<file path="src/rtl/run_detect_pkg.sv">
// Shared types and defaults for the run-length detection scheduler.
package run_detect_pkg;

    typedef enum logic [1:0] {
        WAKE  = 2'd0,
        SERVE = 2'd1,
        STALL = 2'd2
    } sched_state_t;

    localparam int unsigned DEF_NCH     = 4;
    localparam int unsigned DEF_RUN_LEN = 4;

    // Width of a run counter that saturates at run_len.
    function automatic int unsigned cnt_w(input int unsigned run_len);
        return $clog2(run_len + 1);
    endfunction

endpackage

</file>
<file path="src/rtl/run_chan.sv">
// Per-channel run state: last bit value and saturating run count.
module run_chan
    import run_detect_pkg::*;
#(
    parameter int unsigned RUN_LEN = DEF_RUN_LEN
) (
    input  logic clk,
    input  logic nReset,
    input  logic clr,
    input  logic acc,
    input  logic bit_in,
    output logic match,
    output logic done_c
);

    localparam int unsigned CNT_W = cnt_w(RUN_LEN);

    logic             last_q;
    logic             last_nxt;
    logic [CNT_W-1:0] cnt_q;
    logic [CNT_W-1:0] cnt_nxt;

    // Next run state; clear wins over an accept so a colliding bit is discarded.
    always_comb begin
        last_nxt = last_q;
        cnt_nxt  = cnt_q;
        done_c   = (cnt_q == CNT_W'(RUN_LEN - 1)) && (last_q == bit_in);
        if (clr) begin
            last_nxt = 1'b0;
            cnt_nxt  = '0;
        end else if (acc) begin
            if ((cnt_q == '0) || (bit_in != last_q)) begin
                last_nxt = bit_in;
                cnt_nxt  = CNT_W'(1);
            end else if (cnt_q != CNT_W'(RUN_LEN)) begin
                cnt_nxt  = cnt_q + CNT_W'(1);
            end
        end
    end

    // Run state and registered match level.
    always_ff @(posedge clk or negedge nReset) begin
        if (!nReset) begin
            last_q <= 1'b0;
            cnt_q  <= '0;
            match  <= 1'b0;
        end else begin
            last_q <= last_nxt;
            cnt_q  <= cnt_nxt;
            match  <= (cnt_nxt == CNT_W'(RUN_LEN));
        end
    end

endmodule

</file>
<file path="src/rtl/run_detect_sched.sv">
// Round-robin scheduler sharing run detection across NCH serial channels.
// Optional: define RUN_DETECT_STATS_EN to add the 16-bit evt_count output.
module run_detect_sched
    import run_detect_pkg::*;
#(
    parameter int unsigned NCH     = DEF_NCH,
    parameter int unsigned RUN_LEN = DEF_RUN_LEN
) (
    input  logic                    clk,
    input  logic                    nReset,
    input  logic [NCH-1:0]          ch_valid,
    input  logic [NCH-1:0]          ch_bit,
    output logic [NCH-1:0]          ch_ready,
    input  logic [NCH-1:0]          clr,
    output logic [NCH-1:0]          match,
    output logic                    evt_valid,
    input  logic                    evt_ready,
    output logic [$clog2(NCH)-1:0]  evt_ch,
    output logic                    evt_bit
`ifdef RUN_DETECT_STATS_EN
    ,
    output logic [15:0]             evt_count
`endif
);

    localparam int unsigned IDX_W = $clog2(NCH);

    sched_state_t     state_q;
    logic [IDX_W-1:0] ptr_q;
    logic [IDX_W-1:0] gnt_idx;
    logic             gnt_vld;
    logic             gnt_en;
    logic             acc;
    logic             new_evt;
    logic [NCH-1:0]   done_v;
    int unsigned      probe;

    // Grants are held off while a pending event is refused, so it is never overwritten.
    assign gnt_en  = (state_q == SERVE) && (!evt_valid || evt_ready);
    assign acc     = gnt_en && gnt_vld;
    assign new_evt = acc && done_v[gnt_idx] && !clr[gnt_idx];

    // Round-robin search for the first valid channel at or after ptr.
    always_comb begin
        gnt_vld = 1'b0;
        gnt_idx = '0;
        probe   = 0;
        for (int unsigned k = 0; k < NCH; k++) begin
            probe = (32'(ptr_q) + k) % NCH;
            if (!gnt_vld && ch_valid[IDX_W'(probe)]) begin
                gnt_vld = 1'b1;
                gnt_idx = IDX_W'(probe);
            end
        end
    end

    // One-hot ready toward the granted channel.
    always_comb begin
        ch_ready = '0;
        if (acc) begin
            ch_ready[gnt_idx] = 1'b1;
        end
    end

    // Per-channel run detectors.
    for (genvar i = 0; i < NCH; i++) begin : g_chan
        run_chan #(
            .RUN_LEN (RUN_LEN)
        ) u_chan (
            .clk    (clk),
            .nReset (nReset),
            .clr    (clr[i]),
            .acc    (ch_valid[i] & ch_ready[i]),
            .bit_in (ch_bit[i]),
            .match  (match[i]),
            .done_c (done_v[i])
        );
    end

    // Controller: wake for one cycle, then serve or stall on output backpressure.
    always_ff @(posedge clk or negedge nReset) begin
        if (!nReset) begin
            state_q <= WAKE;
        end else begin
            case (state_q)
                WAKE:    state_q <= SERVE;
                SERVE:   if (evt_valid && !evt_ready) state_q <= STALL;
                STALL:   if (evt_ready) state_q <= SERVE;
                default: state_q <= WAKE;
            endcase
        end
    end

    // Round-robin pointer advances past each accepted channel.
    always_ff @(posedge clk or negedge nReset) begin
        if (!nReset) begin
            ptr_q <= '0;
        end else if (acc) begin
            ptr_q <= (gnt_idx == IDX_W'(NCH - 1)) ? '0 : gnt_idx + IDX_W'(1);
        end
    end

    // Single-entry event register; a new event replaces one being handed off.
    always_ff @(posedge clk or negedge nReset) begin
        if (!nReset) begin
            evt_valid <= 1'b0;
            evt_ch    <= '0;
            evt_bit   <= 1'b0;
        end else if (new_evt) begin
            evt_valid <= 1'b1;
            evt_ch    <= gnt_idx;
            evt_bit   <= ch_bit[gnt_idx];
        end else if (evt_valid && evt_ready) begin
            evt_valid <= 1'b0;
        end
    end

`ifdef RUN_DETECT_STATS_EN
    // Count of delivered events, wrapping at 16 bits.
    always_ff @(posedge clk or negedge nReset) begin
        if (!nReset) begin
            evt_count <= '0;
        end else if (evt_valid && evt_ready) begin
            evt_count <= evt_count + 16'd1;
        end
    end
`endif

endmodule

</file>
<file path="config.mk">
export PLATFORM = sky130hd
export DESIGN_NAME = run_detect_sched
export DESIGN_NICKNAME = d
export VERILOG_FILES = /design/src/rtl/run_detect_pkg.sv /design/src/rtl/run_chan.sv /design/src/rtl/run_detect_sched.sv
export SDC_FILE = /design/constraint.sdc
export NUM_CORES = 1
export LEC_CHECK = 0
export CAP_MARGIN = 20
export CORE_UTILIZATION = 54
export CTS_BUF_LIST = sky130_fd_sc_hd__clkbuf_4 sky130_fd_sc_hd__clkbuf_8 sky130_fd_sc_hd__clkbuf_16
export DETAILED_ROUTE_END_ITERATION = 10
export GPL_ROUTABILITY_DRIVEN = 0
export GPL_TIMING_DRIVEN = 0
export PLACE_DENSITY = 0.8
export SLEW_MARGIN = 0
export SYNTH_ARGS = -nofsm -noshare
export SYNTH_HDL_FRONTEND = slang
export SYNTH_SLANG_ARGS = --single-unit
</file>
<file path="constraint.sdc">
create_clock -name clk -period 2.9 [get_ports clk]
set_input_delay 0.725 -clock clk [delete_from_list [all_inputs] [get_ports clk]]
set_output_delay 0.725 -clock clk [all_outputs]
set_load 0.02 [all_outputs]
</file>
==> impl_metrics.csv, run 1 <==
group,metric,value,unit
layout,syn_to_final_growth,27.21,%
clock_tree,cts_sinks,28,
layout,finish.utilization,0.7371,
setup_path,end_kind,"output port",
pwr,p_total,1.402,mW
timing,slew_headroom,0.5400,
timing,layout_worst_path_cycle_share,0.9928,
yosys,ys_seq_area_frac,0.3897,
setup_path,r2r-end,"g_chan[3].u_chan.match",
hold_path,min_delay_path_depth,1,
timing,tightestPinTransition,0.6878,ns
detailed_routing,vias_per_cell,5.745,
yosys,synth_most_common_cell,"dfrtp_1",
setup_path,path_cells,"dlygate4sd2_1, and2b_2, a211oi_4, o21ai_4, nor2_4, clkdlybuf4s15_2",
global_routing,grt_max_degree,17,
setup_path,worstSetupStartpoint,"ch_valid[2]",
setup_path,crit_fanout,6,
run,cap_violations,0,
layout,n_fill_cell,239,
global_routing,grt_pass1_wl,6969,um
global_routing,track_usage,0.2620,
detailed_routing,vias,1557,
pwr,p_leak,1.056,nW
timing,fmaxAchievable,0.3473,GHz
pwr,power-per-cell-area,613.2,nW/um^2
setup_path,critPathTopFamily,"buffers and inverters",
yosys,synth_top_cell_area_share,0.3897,
die,ioPinCount,27,
timing,tns,0,ns
layout,antennaDiodeCount,0,
setup_path,worst_ep_required_time,2.17,ns
setup_path,ff2ff_setup_slack,0.48,ns
setup_path,r2r_start,"ptr_q[0]",
setup_path,crit_end,"ch_ready[1]",
die,fp.coreArea,3103,um^2
yosys,ys_seq_elements,28,
timing,drv_slew,0,
yosys,yosys_warnings,0,
setup_path,reg2reg_depth,10,
clock_tree,clk_path_buf_depth,2,
hold_path,hp-class,"flop to flop",
yosys,netlist-cell-type-count,52,
outcome,status,"complete, no violations",
clock_tree,cts_tree,"yes",
die,start_util,0.5794,
placement,dpl.hpwl,3100,um
clock_tree,clkSlewWorstSetupHoldPaths,0.14,ns
die,die-height,59.70,um
layout,drive_above_1_share,0.2379,
pwr,ir_drop,0.3446,mV
clock_tree,cts_buffers,3,
die,die_w,59.70,um
setup_path,crit_type,"primary input to output port",
detailed_routing,drc_errors,0,
setup_path,arrival,2.15,ns
timing,clock_skew,0.002950,ns
timing,finalSetupViolCount,0,
setup_path,critPathLaunchType,"primary input",
layout,register_area,700.7,um^2
setup_path,cp_slowest_cell,"a211oi_4",
yosys,netlist_area,1798,um^2
timing,hold_viol_final,0,
global_routing,grt_overflow,0,
setup_path,cp.depth,6,
yosys,synth_nets,216,
clock_tree,clkLatencyLatePin,0.32,ns
detailed_routing,wl,4155,um
yosys,avgSynthCellArea,9.564,um^2
yosys,synth_top_cell_by_area,"dfrtp_1",
detailed_routing,antenna_left,0,
clock_tree,clockRootBuffer,"clkbuf_4",
clock_tree,ctsHoldBuffers,0,
hold_path,hold_start,"state_q[1]",
setup_path,critPathBufInv,2,
timing,fin_crit,2.879,ns
layout,multiInputGateArea,1036,um^2
yosys,synth.area.top_cells,"dfrtp_1, ha_1, inv_1",
die,die_area,3564,um^2
yosys,yosys-top-cells-count,"dfrtp_1, inv_1, nor2_1",
yosys,syn_inst,188,
clock_tree,cts.htree.levels,1,
detailed_routing,first_iter_violations,71,
global_routing,grt_pass1_vias,1604,
detailed_routing,drt_pass1_iterations,4,
global_routing,antenna_found_initial,0,
detailed_routing,post_drt_wl_per_cell,15.33,um
yosys,synthArstFlopShare,1.000,
die,std_cell_rows,20,
yosys,synth-main-ff-cell,"dfrtp_1",
placement,io_buffers,26,
yosys,synth_edf_count,0,
setup_path,max_stage_delay,0.34,ns
layout,layout.nets,257,
## worst min path at each step
stage                 endpoint  slack, ns
CTS                 state_q[0]       0.47
global placement    state_q[0]       0.43
detailed placement  state_q[0]       0.45
finish              state_q[0]       0.47
floorplan           state_q[0]       0.42
global route        state_q[0]       0.49
## through the flow
stage,hold slack [ns],cell area (um^2),setup WS [ns],instances
after detailed placement,0.4548,2141,-1.173,259
after global routing,0.4890,2287,-0.04251,271
after floorplan,0.4248,1798,0.1428,188
after global placement,0.4345,2113,-1.192,258
after CTS,0.4748,2261,-0.02802,268
final,0.4694,2287,0.02092,271
## state kept, by name (all words and copies together), names as in the netlist
register / count
g_chan.u_chan.cnt_q: 12
g_chan.u_chan.last_q: 4
g_chan.u_chan.match: 4
evt_ch: 2
ptr_q: 2
state_q: 2
evt_bit: 1
evt_valid: 1
## placed cells by master, fill, tap and decap left out, drive strengths merged, types with 2 or more instances in the layout
| cell | count |
|---|---|
| a211o | 2 |
| a211oi | 4 |
| a21boi | 2 |
| a21oi | 10 |
| and2 | 3 |
| and2b | 4 |
| and3 | 4 |
| buf | 23 |
| clkbuf | 3 |
| clkdlybuf4s50 | 17 |
| dfrtp | 28 |
| dlygate4sd2 | 2 |
| ha | 13 |
| inv | 18 |
| mux2 | 3 |
| mux2i | 5 |
| nand2 | 9 |
| nand2b | 2 |
| nand3 | 3 |
| nand4 | 3 |
| nor2 | 18 |
| nor3b | 2 |
| nor4 | 6 |
| o21ai | 9 |
| o21ba | 2 |
| o31ai | 4 |
| or2b | 2 |
| or3 | 2 |
| or4 | 2 |
| xnor2 | 3 |
| xor2 | 3 |
## what timing repair did
action | 4_1_cts | 5_1_grt
setup buffers | 7 | 4
setup endpoints to repair | 12 | 3
endpoints found under the hold margin | 0 | 0
pin swaps | 5 | 5
gates resized for setup | 44 | 7
cloned | 0 | 0
## logic make-up (layout without fill, tap and decap cells)
| family | after synthesis | after routing | share of synthesized area |
|---|---|---|---|
| AND/OR/NAND/NOR | 65 | 65 | 0.2081 |
| AO/OA/AOI/OAI | 43 | 43 | 0.1663 |
| buffers and inverters | 25 | 64 | 0.06958 |
| multiplexers | 8 | 8 | 0.04662 |
| adder cells (fa/ha/maj) | 13 | 13 | 0.09047 |
| XOR/XNOR | 6 | 6 | 0.02923 |
| flip-flops | 28 | 28 | 0.3897 |
## layer usage
| layer | vias up | global-route usage | part of all wire |
|---|---|---|---|
| met3 | 15 | 0.02597 | 0.052 |
| li1 | 749 | - | - |
| met4 | 0 | 0.1296 | 0.036 |
| met2 | 58 | 0.4635 | 0.50 |
| met5 | - | 0 | 0 |
| met1 | 735 | 0.3150 | 0.41 |
## area by class of cell
type,count,share of cell area
multi-input combinational,135,0.4530
timing repair buffer,38,0.1592
tap,44,0.02407
clock buffer,3,0.009847
inverter,18,0.02954
buffer,5,0.01805
sequential,28,0.3063
## power breakdown
group	switching (mW)	internal, mW
sequential	0.0496	0.439
combinational	0.406	0.351
clock	0.109	0.0487
Power figures use the tool's default switching activity.
==> run 2, diff against run 1 <==
--- a/config.mk
+++ b/config.mk
@@ -9,10 +9,9 @@
 export CORE_UTILIZATION = 54
 export CTS_BUF_LIST = sky130_fd_sc_hd__clkbuf_4 sky130_fd_sc_hd__clkbuf_8 sky130_fd_sc_hd__clkbuf_16
 export DETAILED_ROUTE_END_ITERATION = 10
-export GPL_ROUTABILITY_DRIVEN = 0
+export GPL_ROUTABILITY_DRIVEN = 1
 export GPL_TIMING_DRIVEN = 0
 export PLACE_DENSITY = 0.8
-export SLEW_MARGIN = 0
 export SYNTH_ARGS = -nofsm -noshare
 export SYNTH_HDL_FRONTEND = slang
 export SYNTH_SLANG_ARGS = --single-unit
==> results of run 2 <==
No change in the layout: final DEF, timing and power equal those of run 1.
==> run 3, diff against run 2 <==
--- a/config.mk
+++ b/config.mk
@@ -12,6 +12,7 @@
 export GPL_ROUTABILITY_DRIVEN = 1
 export GPL_TIMING_DRIVEN = 0
 export PLACE_DENSITY = 0.8
+export SLEW_MARGIN = 20
 export SYNTH_ARGS = -nofsm -noshare
 export SYNTH_HDL_FRONTEND = slang
 export SYNTH_SLANG_ARGS = --single-unit
==> impl_metrics.csv, run 3 (synthesis gave the netlist of run 1 again) <==
group,metric,value,unit
layout,final_common_cell,"dfrtp_1",
die,start_util,0.5794,
global_routing,grt_pass1_vias,1566,
pwr,p_leak,1.053,nW
detailed_routing,drc_errors,0,
layout,fin_area,2272,um^2
detailed_routing,vias,1582,
run,cap_violations,0,
placement,gp_congestion,0.9116,
detailed_routing,drt_pass1_iterations,4,
layout,register_area,700.7,um^2
setup_path,arrival,2.15,ns
setup_path,reg2reg_depth,10,
clock_tree,cts.htree.levels,1,
global_routing,grt_pass1_wl,6996,um
die,std_cell_rows,20,
timing,finalSetupViolCount,0,
detailed_routing,vias_per_cell,5.795,
die,die_area,3564,um^2
setup_path,critPathLaunchType,"primary input",
layout,largest_reg_flops,12,
setup_path,worst_ep_required_time,2.17,ns
clock_tree,cts_buffers,3,
setup_path,crit_type,"primary input to output port",
layout,final_cell_mix,"dfrtp_1, inv_1, buf_4",
timing,slew_headroom,0.5823,
detailed_routing,post_drt_wl_per_cell,15.95,um
detailed_routing,first_iter_violations,129,
layout,top_register,"g_chan.u_chan.cnt_q",
outcome,status,"complete, no violations",
timing,tns,0,ns
die,die-height,59.70,um
timing,fmaxAchievable,0.3480,GHz
pwr,p_total,1.436,mW
placement,dpl_cell_area,2108,um^2
clock_tree,clkLatencyLatePin,0.33,ns
global_routing,grt_max_degree,29,
clock_tree,ctsHoldBuffers,0,
pwr,power-per-cell-area,632.0,nW/um^2
setup_path,ff2ff_setup_slack,0.49,ns
timing,tightestPinTransition,0.6266,ns
layout,layout.nets,257,
timing,setup_ws,0.02671,ns
die,fp.coreArea,3103,um^2
clock_tree,cts_sinks,28,
clock_tree,cts_tree,"yes",
layout,drive_above_1_share,0.2456,
clock_tree,clockRootBuffer,"clkbuf_4",
layout,finish.utilization,0.7323,
timing,fin_crit,2.873,ns
layout,n_fill_cell,240,
clock_tree,clk_path_buf_depth,2,
placement,dp_slack,-1.204,ns
hold_path,hp-class,"primary input to asynchronous set/reset pin",
layout,multiInputGateArea,1046,um^2
timing,hold_viol_final,0,
timing,drv_slew,0,
die,die_w,59.70,um
setup_path,crit_fanout,5,
detailed_routing,antenna_left,0,
global_routing,track_usage,0.2647,
placement,dpl.hpwl,3046,um
timing,clock_skew,0.01050,ns
global_routing,grt_overflow,0,
clock_tree,clkSlewWorstSetupHoldPaths,0.16,ns
placement,io_buffers,26,
pwr,ir_drop,0.3479,mV
setup_path,r2r_start,"ptr_q[1]",
detailed_routing,wl,4354,um
setup_path,end_kind,"output port",
layout,reg_top3,"g_chan.u_chan.cnt_q (12), g_chan.u_chan.last_q (4), g_chan.u_chan.match (4)",
die,ioPinCount,27,
layout,syn_to_final_growth,26.37,%
setup_path,r2r-end,"g_chan[3].u_chan.match",
timing,layout_worst_path_cycle_share,0.9908,
global_routing,antenna_found_initial,0,
[run 3: power by group]
part           switching (mW)  total, mW  internal [mW]  leakage (nW)
registers              0.0500      0.489          0.439         0.377
clock network           0.118      0.195         0.0769        0.0210
logic                   0.413      0.752          0.339         0.655
total                   0.581       1.44          0.855          1.05
[run 3: worst max-delay path by stage]
stage                            from     endpoint  slack, ns  cells past startpoint
after floorplan           ch_valid[0]  ch_ready[3]       0.14                      7
after global placement    ch_valid[1]  ch_ready[3]      -1.19                      9
after detailed placement  ch_valid[1]  ch_ready[3]      -1.20                      9
after CTS                 ch_valid[2]  ch_ready[3]    -0.0009                      9
after global routing      ch_valid[2]  ch_ready[3]    -0.0001                      8
final                     ch_valid[2]  ch_ready[3]       0.03                      8
[run 3: through the flow]
step | hold WS, ns | std cells
after floorplan | 0.4248 | 188
after global placement | 0.4345 | 258
after detailed placement | 0.4548 | 258
after CTS | 0.4032 | 268
after global routing | 0.4176 | 272
final | 0.3798 | 273
[run 3: cell type report]
| cell class | count | share of cell area |
|---|---|---|
| clock buffer | 4 | 0.01597 |
| inverter | 18 | 0.02974 |
| tap | 44 | 0.02423 |
| timing repair buffer | 38 | 0.1421 |
| buffer | 5 | 0.01817 |
| sequential | 28 | 0.3084 |
| antenna | 1 | 0.001101 |
| multi-input combinational | 135 | 0.4604 |
[run 3: timing repair]
item                                    CTS  global route
buffers inserted                          7             5
gates resized for setup                  43            10
endpoints found under the setup margin   11             3
pin swaps                                 4             4
[run 3: layer usage]
layer  routed length, um  GRT usage  vias up  share of wire
met2                2254     0.4476       53           0.52
met3                 184    0.04113        8          0.042
met5                   0          0        -              0
li1                    -          -      750              -
met1                1834     0.3232      771           0.42
met4                  80     0.1395        0          0.018
[run 3: worst max-delay path, stage by stage]
cell and delay, ns:
dlygate4sd2_1 0.26, and2b_2 0.24, nor4_4 0.32, nor2_2 0.10
inv_2 0.12, ha_4 0.14, and2_2 0.14, buf_6 0.11
